**config.mk**
```make
export PLATFORM = sky130hd
export DESIGN_NAME = wave_playback_seq
export DESIGN_NICKNAME = d
export VERILOG_FILES = /design/src/rtl/wave_playback_seq.sv
export SDC_FILE = /design/constraint.sdc
export NUM_CORES = 1
export LEC_CHECK = 0
export ABC_AREA = 1
export BUFFER_PORTS_ARGS = -buffer_cell sky130_fd_sc_hd__buf_2
export CORE_UTILIZATION = 40
export CTS_CLUSTER_DIAMETER = 100
export DETAILED_ROUTE_END_ITERATION = 16
export PLACE_DENSITY = 0.64
export SLEW_MARGIN = 20
export SYNTH_ARGS = -nofsm -noshare
export SYNTH_HDL_FRONTEND = slang
export SYNTH_SLANG_ARGS = --single-unit
```
**constraint.sdc**
```tcl
create_clock -name clk -period 2.25 [get_ports clk]
set_clock_uncertainty 0.2 [all_clocks]
set_input_delay 0.3375 -clock clk [delete_from_list [all_inputs] [get_ports clk]]
set_output_delay 0.3375 -clock clk [all_outputs]
set_load 0.005 [all_outputs]
```
**src/rtl/wave_playback_seq.sv**
```systemverilog
// wave_playback_seq: read-side sequencer for the asymmetric waveform RAM.
// Walks the narrow read port from a programmable start address for a
// programmable length. It delays an issue flag by the RAM read latency so
// each captured sample leaves aligned with dout_valid.
// Optional build macro: WAVE_PLAYBACK_LOOP_EN adds the 'loop' input. With it,
// playback restarts at start_addr without a gap at the end of each pass.
module wave_playback_seq #(
  parameter int ADDRWIDTH    = 10,
  parameter int DATAWIDTH    = 4,
  parameter int LENWIDTH     = 11,
  parameter int READ_LATENCY = 3
) (
  input  logic                 clk,
  input  logic                 rstn,
  input  logic                 start,
  input  logic                 abort,
  input  logic [ADDRWIDTH-1:0] start_addr,
  input  logic [LENWIDTH-1:0]  length,
`ifdef WAVE_PLAYBACK_LOOP_EN
  input  logic                 loop,
`endif
  output logic [ADDRWIDTH-1:0] ram_addr,
  input  logic [DATAWIDTH-1:0] ram_dout,
  output logic [DATAWIDTH-1:0] dout,
  output logic                 dout_valid,
  output logic                 busy,
  output logic                 done
);

  typedef enum logic [1:0] {
    IDLE  = 2'd0,
    RUN   = 2'd1,
    DRAIN = 2'd2
  } seqState_t;

  seqState_t                state;
  logic [ADDRWIDTH-1:0]     startAddrQ;
  logic [LENWIDTH-1:0]      lenQ;
  logic [LENWIDTH-1:0]      issueCnt;
  // issueQ marks that ram_addr currently holds a freshly issued address.
  logic                     issueQ;
  logic [READ_LATENCY-1:0]  validPipe;
  // A zero-length start still owes one done pulse on the following cycle.
  logic                     zeroPend;
  logic                     loopReq;
  logic                     pipeEmpty;
  logic                     lastIssue;

`ifdef WAVE_PLAYBACK_LOOP_EN
  assign loopReq = loop;
`else
  assign loopReq = 1'b0;
`endif

  // Nothing issued and nothing still travelling through the read latency.
  assign pipeEmpty = !issueQ && (validPipe == '0);
  assign lastIssue = (issueCnt == lenQ - LENWIDTH'(1));

  // Sequencer FSM, issue counter, latency pipeline and registered outputs.
  // NOTE: every state register here uses <= so all of them update from the
  // same pre-edge values; a blocking '=' would let later lines see new values.
  always_ff @(posedge clk or negedge rstn) begin
    if (!rstn) begin
      state      <= IDLE;
      startAddrQ <= '0;
      lenQ       <= '0;
      issueCnt   <= '0;
      issueQ     <= 1'b0;
      validPipe  <= '0;
      zeroPend   <= 1'b0;
      ram_addr   <= '0;
      dout       <= '0;
      dout_valid <= 1'b0;
      busy       <= 1'b0;
      done       <= 1'b0;
    end else if (abort) begin
      // Abort flushes everything in flight; dout and ram_addr keep their values.
      state      <= IDLE;
      issueQ     <= 1'b0;
      validPipe  <= '0;
      zeroPend   <= 1'b0;
      dout_valid <= 1'b0;
      busy       <= 1'b0;
      done       <= 1'b0;
    end else begin
      validPipe <= (validPipe << 1) | READ_LATENCY'(issueQ);
      if (validPipe[READ_LATENCY-1]) begin
        dout       <= ram_dout;
        dout_valid <= 1'b1;
      end else begin
        dout_valid <= 1'b0;
      end
      done     <= 1'b0;
      zeroPend <= 1'b0;
      issueQ   <= 1'b0;

      case (state)
        IDLE: begin
          if (zeroPend) done <= 1'b1;
          if (start) begin
            if (length != '0) begin
              startAddrQ <= start_addr;
              lenQ       <= length;
              issueCnt   <= '0;
              state      <= RUN;
            end else begin
              zeroPend <= 1'b1;
            end
          end
        end

        RUN: begin
          busy     <= 1'b1;
          issueQ   <= 1'b1;
          // A zero count means the first word of a pass; otherwise step and wrap silently.
          ram_addr <= (issueCnt == '0) ? startAddrQ : ram_addr + ADDRWIDTH'(1);
          if (lastIssue) begin
            issueCnt <= '0;
            if (!loopReq) state <= DRAIN;
          end else begin
            issueCnt <= issueCnt + LENWIDTH'(1);
          end
        end

        DRAIN: begin
          if (pipeEmpty) begin
            done  <= 1'b1;
            busy  <= 1'b0;
            state <= IDLE;
          end
        end

        default: state <= IDLE;
      endcase
    end
  end

endmodule

```
==> tab_implementation.tex <==
\begin{tabular}{lr}
\hline
Metric & Value \\
\hline
\multicolumn{2}{l}{\textbf{Outcome}} \\
\quad Result of the run & completed \\
\multicolumn{2}{l}{\textbf{Yosys}} \\
\quad Cell type contributing the most total cell area after synthesis & sky130\_fd\_sc\_hd\_\_dfrtp\_1 \\
\quad Post-synthesis cell area & 3310 sq um \\
\quad Asr flop ratio synth & between 90\% and 100\% \\
\quad Primary FF master, synth & sky130\_fd\_sc\_hd\_\_dfrtp\_1 \\
\quad Most frequently used cell type in the post-synthesis netlist & sky130\_fd\_sc\_hd\_\_nand2\_1 \\
\quad Count of mapped cells out of synthesis & about 440 \\
\quad Net count after synthesis & roughly 470 \\
\quad Top cells by count, synth & 110 x sky130\_fd\_sc\_hd\_\_nand2\_1, 64 x sky130\_fd\_sc\_hd\_\_inv\_1, 56 x sky130\_fd\_sc\_hd\_\_dfrtp\_1 \\
\quad Cells taking the most area after synthesis & sky130\_fd\_sc\_hd\_\_dfrtp\_1 42\%, sky130\_fd\_sc\_hd\_\_nand2\_1 12\%, sky130\_fd\_sc\_hd\_\_inv\_1 7.3\% \\
\quad Count of flip-flops with a built-in enable after synthesis & 0 \\
\quad Top cell type's share of synthesized area & $\sim$42\% \\
\quad Sequential area share after synthesis & 42.3\% \\
\quad Number of distinct library cells after synthesis & 34 \\
\quad YS warnings & 0 \\
\quad Register bit count reported by yosys & 56 \\
\quad Post-Syn Area per Cell & around 7.6 sq um \\
\multicolumn{2}{l}{\textbf{Critical path}} \\
\quad Critical path required time & around 2.3 ns \\
\quad Family with the most delay on the worst path & simple AND/OR/NAND/NOR gates \\
\quad Number of buffer and inverter stages on the critical path & 1 \\
\quad Kind of critical path & flip-flop to flip-flop \\
\quad Crit-path max cell delay & approximately 0.40 ns \\
\quad Total stage count of the critical path & 9 \\
\quad Element type at the critical path start & flip-flop \\
\quad Data arrival at the endpoint of the critical path & approximately 2.1 ns \\
\quad Chain of cells forming the critical path & inv\_2, ha\_2, xnor2\_1, a21oi\_1, nand3\_1, a21oi\_4, nand3\_4, nand4\_1, nand2\_1 \\
\quad Launching point of the worst reg2reg path & lenQ[0] \\
\quad Element type at the critical path end & flip-flop \\
\quad CP startpoint & lenQ[0] \\
\quad Cell with the largest stage delay on the worst path & sky130\_fd\_sc\_hd\_\_dfrtp\_1 \\
\quad Worst setup path endpoint & issueCnt[0] \\
\quad RR Endpoint & issueCnt[0] \\
\quad Depth of the worst register-to-register path & 9 \\
\quad Crit-path max FO & 11 \\
\quad R2R Setup Slk & about 0.18 ns \\
\multicolumn{2}{l}{\textbf{Power}} \\
\quad Part of the power in combinational logic & approximately 33\% \\
\quad PwrDens & $\sim$770 nW/um\^{}2 \\
\quad Proportion of power drawn by the clock network & 19.3\% \\
\quad Fraction of power consumed by sequential logic & 48.2\% \\
\quad Static leakage power & about 2 nW \\
\quad Sw frac & a little under two fifths \\
\quad Internal Pwr Total & between 1.5 and 2 mW \\
\quad Peak supply drop & between 0.4 and 0.5 mV \\
\quad Net switching power of the design & between 1 and 1.5 mW \\
\quad Total power consumption of the routed design & $\sim$2.9 mW \\
\multicolumn{2}{l}{\textbf{Detailed routing}} \\
\quad DRT Pass-1 Iters & 5 \\
\quad Number of nets with antenna violations after routing & 0 \\
\quad Total length of routed wires & 7.40 mm \\
\quad First-iteration detailed-routing DRC count & 109 \\
\quad Total number of vias & 2902 \\
\quad Detail-routed net length per standard cell & 12.5 um \\
\quad \# DRC & 0 \\
\quad Via-per-instance ratio & about 4.9 \\
\multicolumn{2}{l}{\textbf{GRT}} \\
\quad Pin count of the biggest net entering global routing & 57 \\
\quad Global-route wire length before repair & between 10 and 15 mm \\
\quad Total global routing overflow & 0 \\
\quad GRT Total Usage & around a fifth \\
\quad Via count of the first global-routing pass & between 2000 and 3000 \\
\quad Antenna violations before repair & 0 \\
\multicolumn{2}{l}{\textbf{Timing}} \\
\quad Slew Limit Fails & 0 \\
\quad RSZ-0062 raised after global routing & false \\
\quad Hold Violations, Final & 0 \\
\quad Total negative slack for setup checks & 0 ns \\
\quad Max-slew headroom at the worst pin & between 70 and 80\% \\
\quad Least-Margin Pin Slew & 0.423 ns \\
\quad Final period util & around 92\% \\
\quad Final-report setup violation count & 0 \\
\quad Max Fclk & between 0.4 and 0.5 GHz \\
\quad Post-layout minimum cycle time & about 2.1 ns \\
\multicolumn{2}{l}{\textbf{Floorplan}} \\
\quad Count of standard-cell rows & 32 \\
\quad Area of the placeable core & approximately 8000 sq um \\
\quad Die area & 8640 sq um \\
\quad IO Pins & 46 \\
\quad Initial cell density of the core & between 40\% and 50\% \\
\quad Chip width & between 90 and 100 um \\
\quad Die Height & between 90 and 100 um \\
\multicolumn{2}{l}{\textbf{Final layout}} \\
\quad Layout cells sized above 1 & 19.7\% \\
\quad \# nets final & between 500 and 600 \\
\quad Layout Cell Area excl Fill & between 3000 and 4000 sq um \\
\quad Utilization of the core after routing & between 40\% and 50\% \\
\quad Post-synthesis to final-layout area growth & 14.1\% \\
\quad Antenna diodes & 0 \\
\multicolumn{2}{l}{\textbf{Placed design}} \\
\quad Final estimated routing congestion in global placement & 0.930 \\
\quad Detailed placement HPWL & roughly 5.6 mm \\
\quad Standard cell area after detailed placement & between 3000 and 4000 sq um \\
\quad Number of buffers added on ports & 45 \\
\multicolumn{2}{l}{\textbf{CTS}} \\
\quad Clock-pin slew on the worst setup and hold paths & roughly 0.10 ns \\
\quad Maximum level of the CTS H-tree & 2 \\
\quad Skew-Pair Late Insertion Delay & about 0.31 ns \\
\quad Clock Root Buffer & sky130\_fd\_sc\_hd\_\_clkbuf\_8 \\
\quad Clock tree sinks & 56 \\
\quad Clock tree from TritonCTS & yes \\
\quad Buffer levels on the longest clock path & 2 \\
\quad Cts bufs inserted & 5 \\
\multicolumn{2}{l}{\textbf{Flow run}} \\
\quad Count of max-cap constraint violations & 0 \\
\multicolumn{2}{l}{\textbf{Worst hold path}} \\
\quad Hold Path Class & input port to flip-flop \\
\hline
\end{tabular}
## registers in the layout (all words and copies together) (netlist names)
| name | cells |
|---|---|
| busy | 1 |
| done | 1 |
| dout | 4 |
| dout_valid | 1 |
| issueCnt | 11 |
| issueQ | 1 |
| lenQ | 11 |
| ram_addr | 10 |
| startAddrQ | 10 |
| state | 2 |
| validPipe | 3 |
| zeroPend | 1 |
## timing repair
action | CTS | global route
hold endpoints to repair | 56 | 0
resized for setup | 0 | 2
hold buffers | 1 | 0
setup buffers | 0 | 0
setup endpoints to repair | 0 | 11
## cells in the final DEF (no fill, tap or decap), drive strengths merged, types with 6 or more instances in the layout
| cell | instances |
|---|---|
| a21oi | 14 |
| buf | 52 |
| dfrtp | 56 |
| inv | 73 |
| nand2 | 119 |
| nand3 | 33 |
| nand4 | 20 |
| nor2 | 35 |
| nor3 | 11 |
| o21ai | 36 |
| xnor2 | 6 |
| xor2 | 10 |
## final cells by class
type	count	area [sq um]
Clock buffer	5	68.8
Multi-Input combinational cell	298	1570
Clock inverter	3	22.5
Inverter	73	274
Fill cell	828	4070
Sequential cell	56	1400
Timing Repair Buffer	53	313
Tap cell	102	128
## cells by family after synthesis
group / count (synthesis) / synth area share (%)
AO/OA/AOI/OAI: 57 / 9.87
XOR/XNOR: 16 / 4.23
adder cells (fa/ha/maj): 4 / 1.51
buffers and inverters: 84 / 10.5
flip-flops: 56 / 42.3
AND/OR/NAND/NOR: 221 / 31.5
## how the worst min path moves through the flow
stage | start | to | depth (start not counted)
2_1_floorplan | rstn | busy | 0
3_3_place_gp | rstn | lenQ[5] | 2
3_5_place_dp | rstn | lenQ[5] | 2
4_1_cts | ram_dout[3] | dout[3] | 3
5_1_grt | ram_dout[1] | dout[1] | 3
6_report | ram_dout[3] | dout[3] | 3
## per-stage QoR
| step | cells | setup WS (ns) | hold WS [ns] |
|---|---|---|---|
| finish | 590 | 0.177 | 0.0205 |
| global route | 590 | 0.0392 | 0.0215 |
| CTS | 590 | 0.0697 | 0.0105 |
| detailed placement | 581 | 0.0868 | 0.164 |
| global placement | 581 | 0.184 | 0.166 |
| floorplan | 438 | 0.353 | -0.158 |
## power by group through the flow
stage          combinational [mW]  clock [mW]  sequential (mW)
2_1_floorplan               0.642           0             1.40
3_3_place_gp                0.927           0             1.42
3_5_place_dp                0.950           0             1.42
4_1_cts                     0.953       0.591             1.40
5_1_grt                      1.11       0.624             1.44
6_report                    0.951       0.564             1.41
## layer usage
metal	wire length, um	track usage [%]	up-vias
li1	-	-	1497
met1	3500	25.8	1346
met2	3590	32.5	52
met3	248	2.63	7
met4	69	5.38	0
met5	0	0	-
## worst reg2reg max path, stage by stage (launching register included)
cell                      delay [ns]
sky130_fd_sc_hd__dfrtp_1        0.40
sky130_fd_sc_hd__inv_2          0.13
sky130_fd_sc_hd__ha_2           0.29
sky130_fd_sc_hd__xnor2_1        0.12
sky130_fd_sc_hd__a21oi_1        0.17
sky130_fd_sc_hd__nand3_1        0.15
sky130_fd_sc_hd__a21oi_4        0.17
sky130_fd_sc_hd__nand3_4        0.17
sky130_fd_sc_hd__nand4_1        0.11
sky130_fd_sc_hd__nand2_1        0.06
Power figures use the tool's default switching activity.
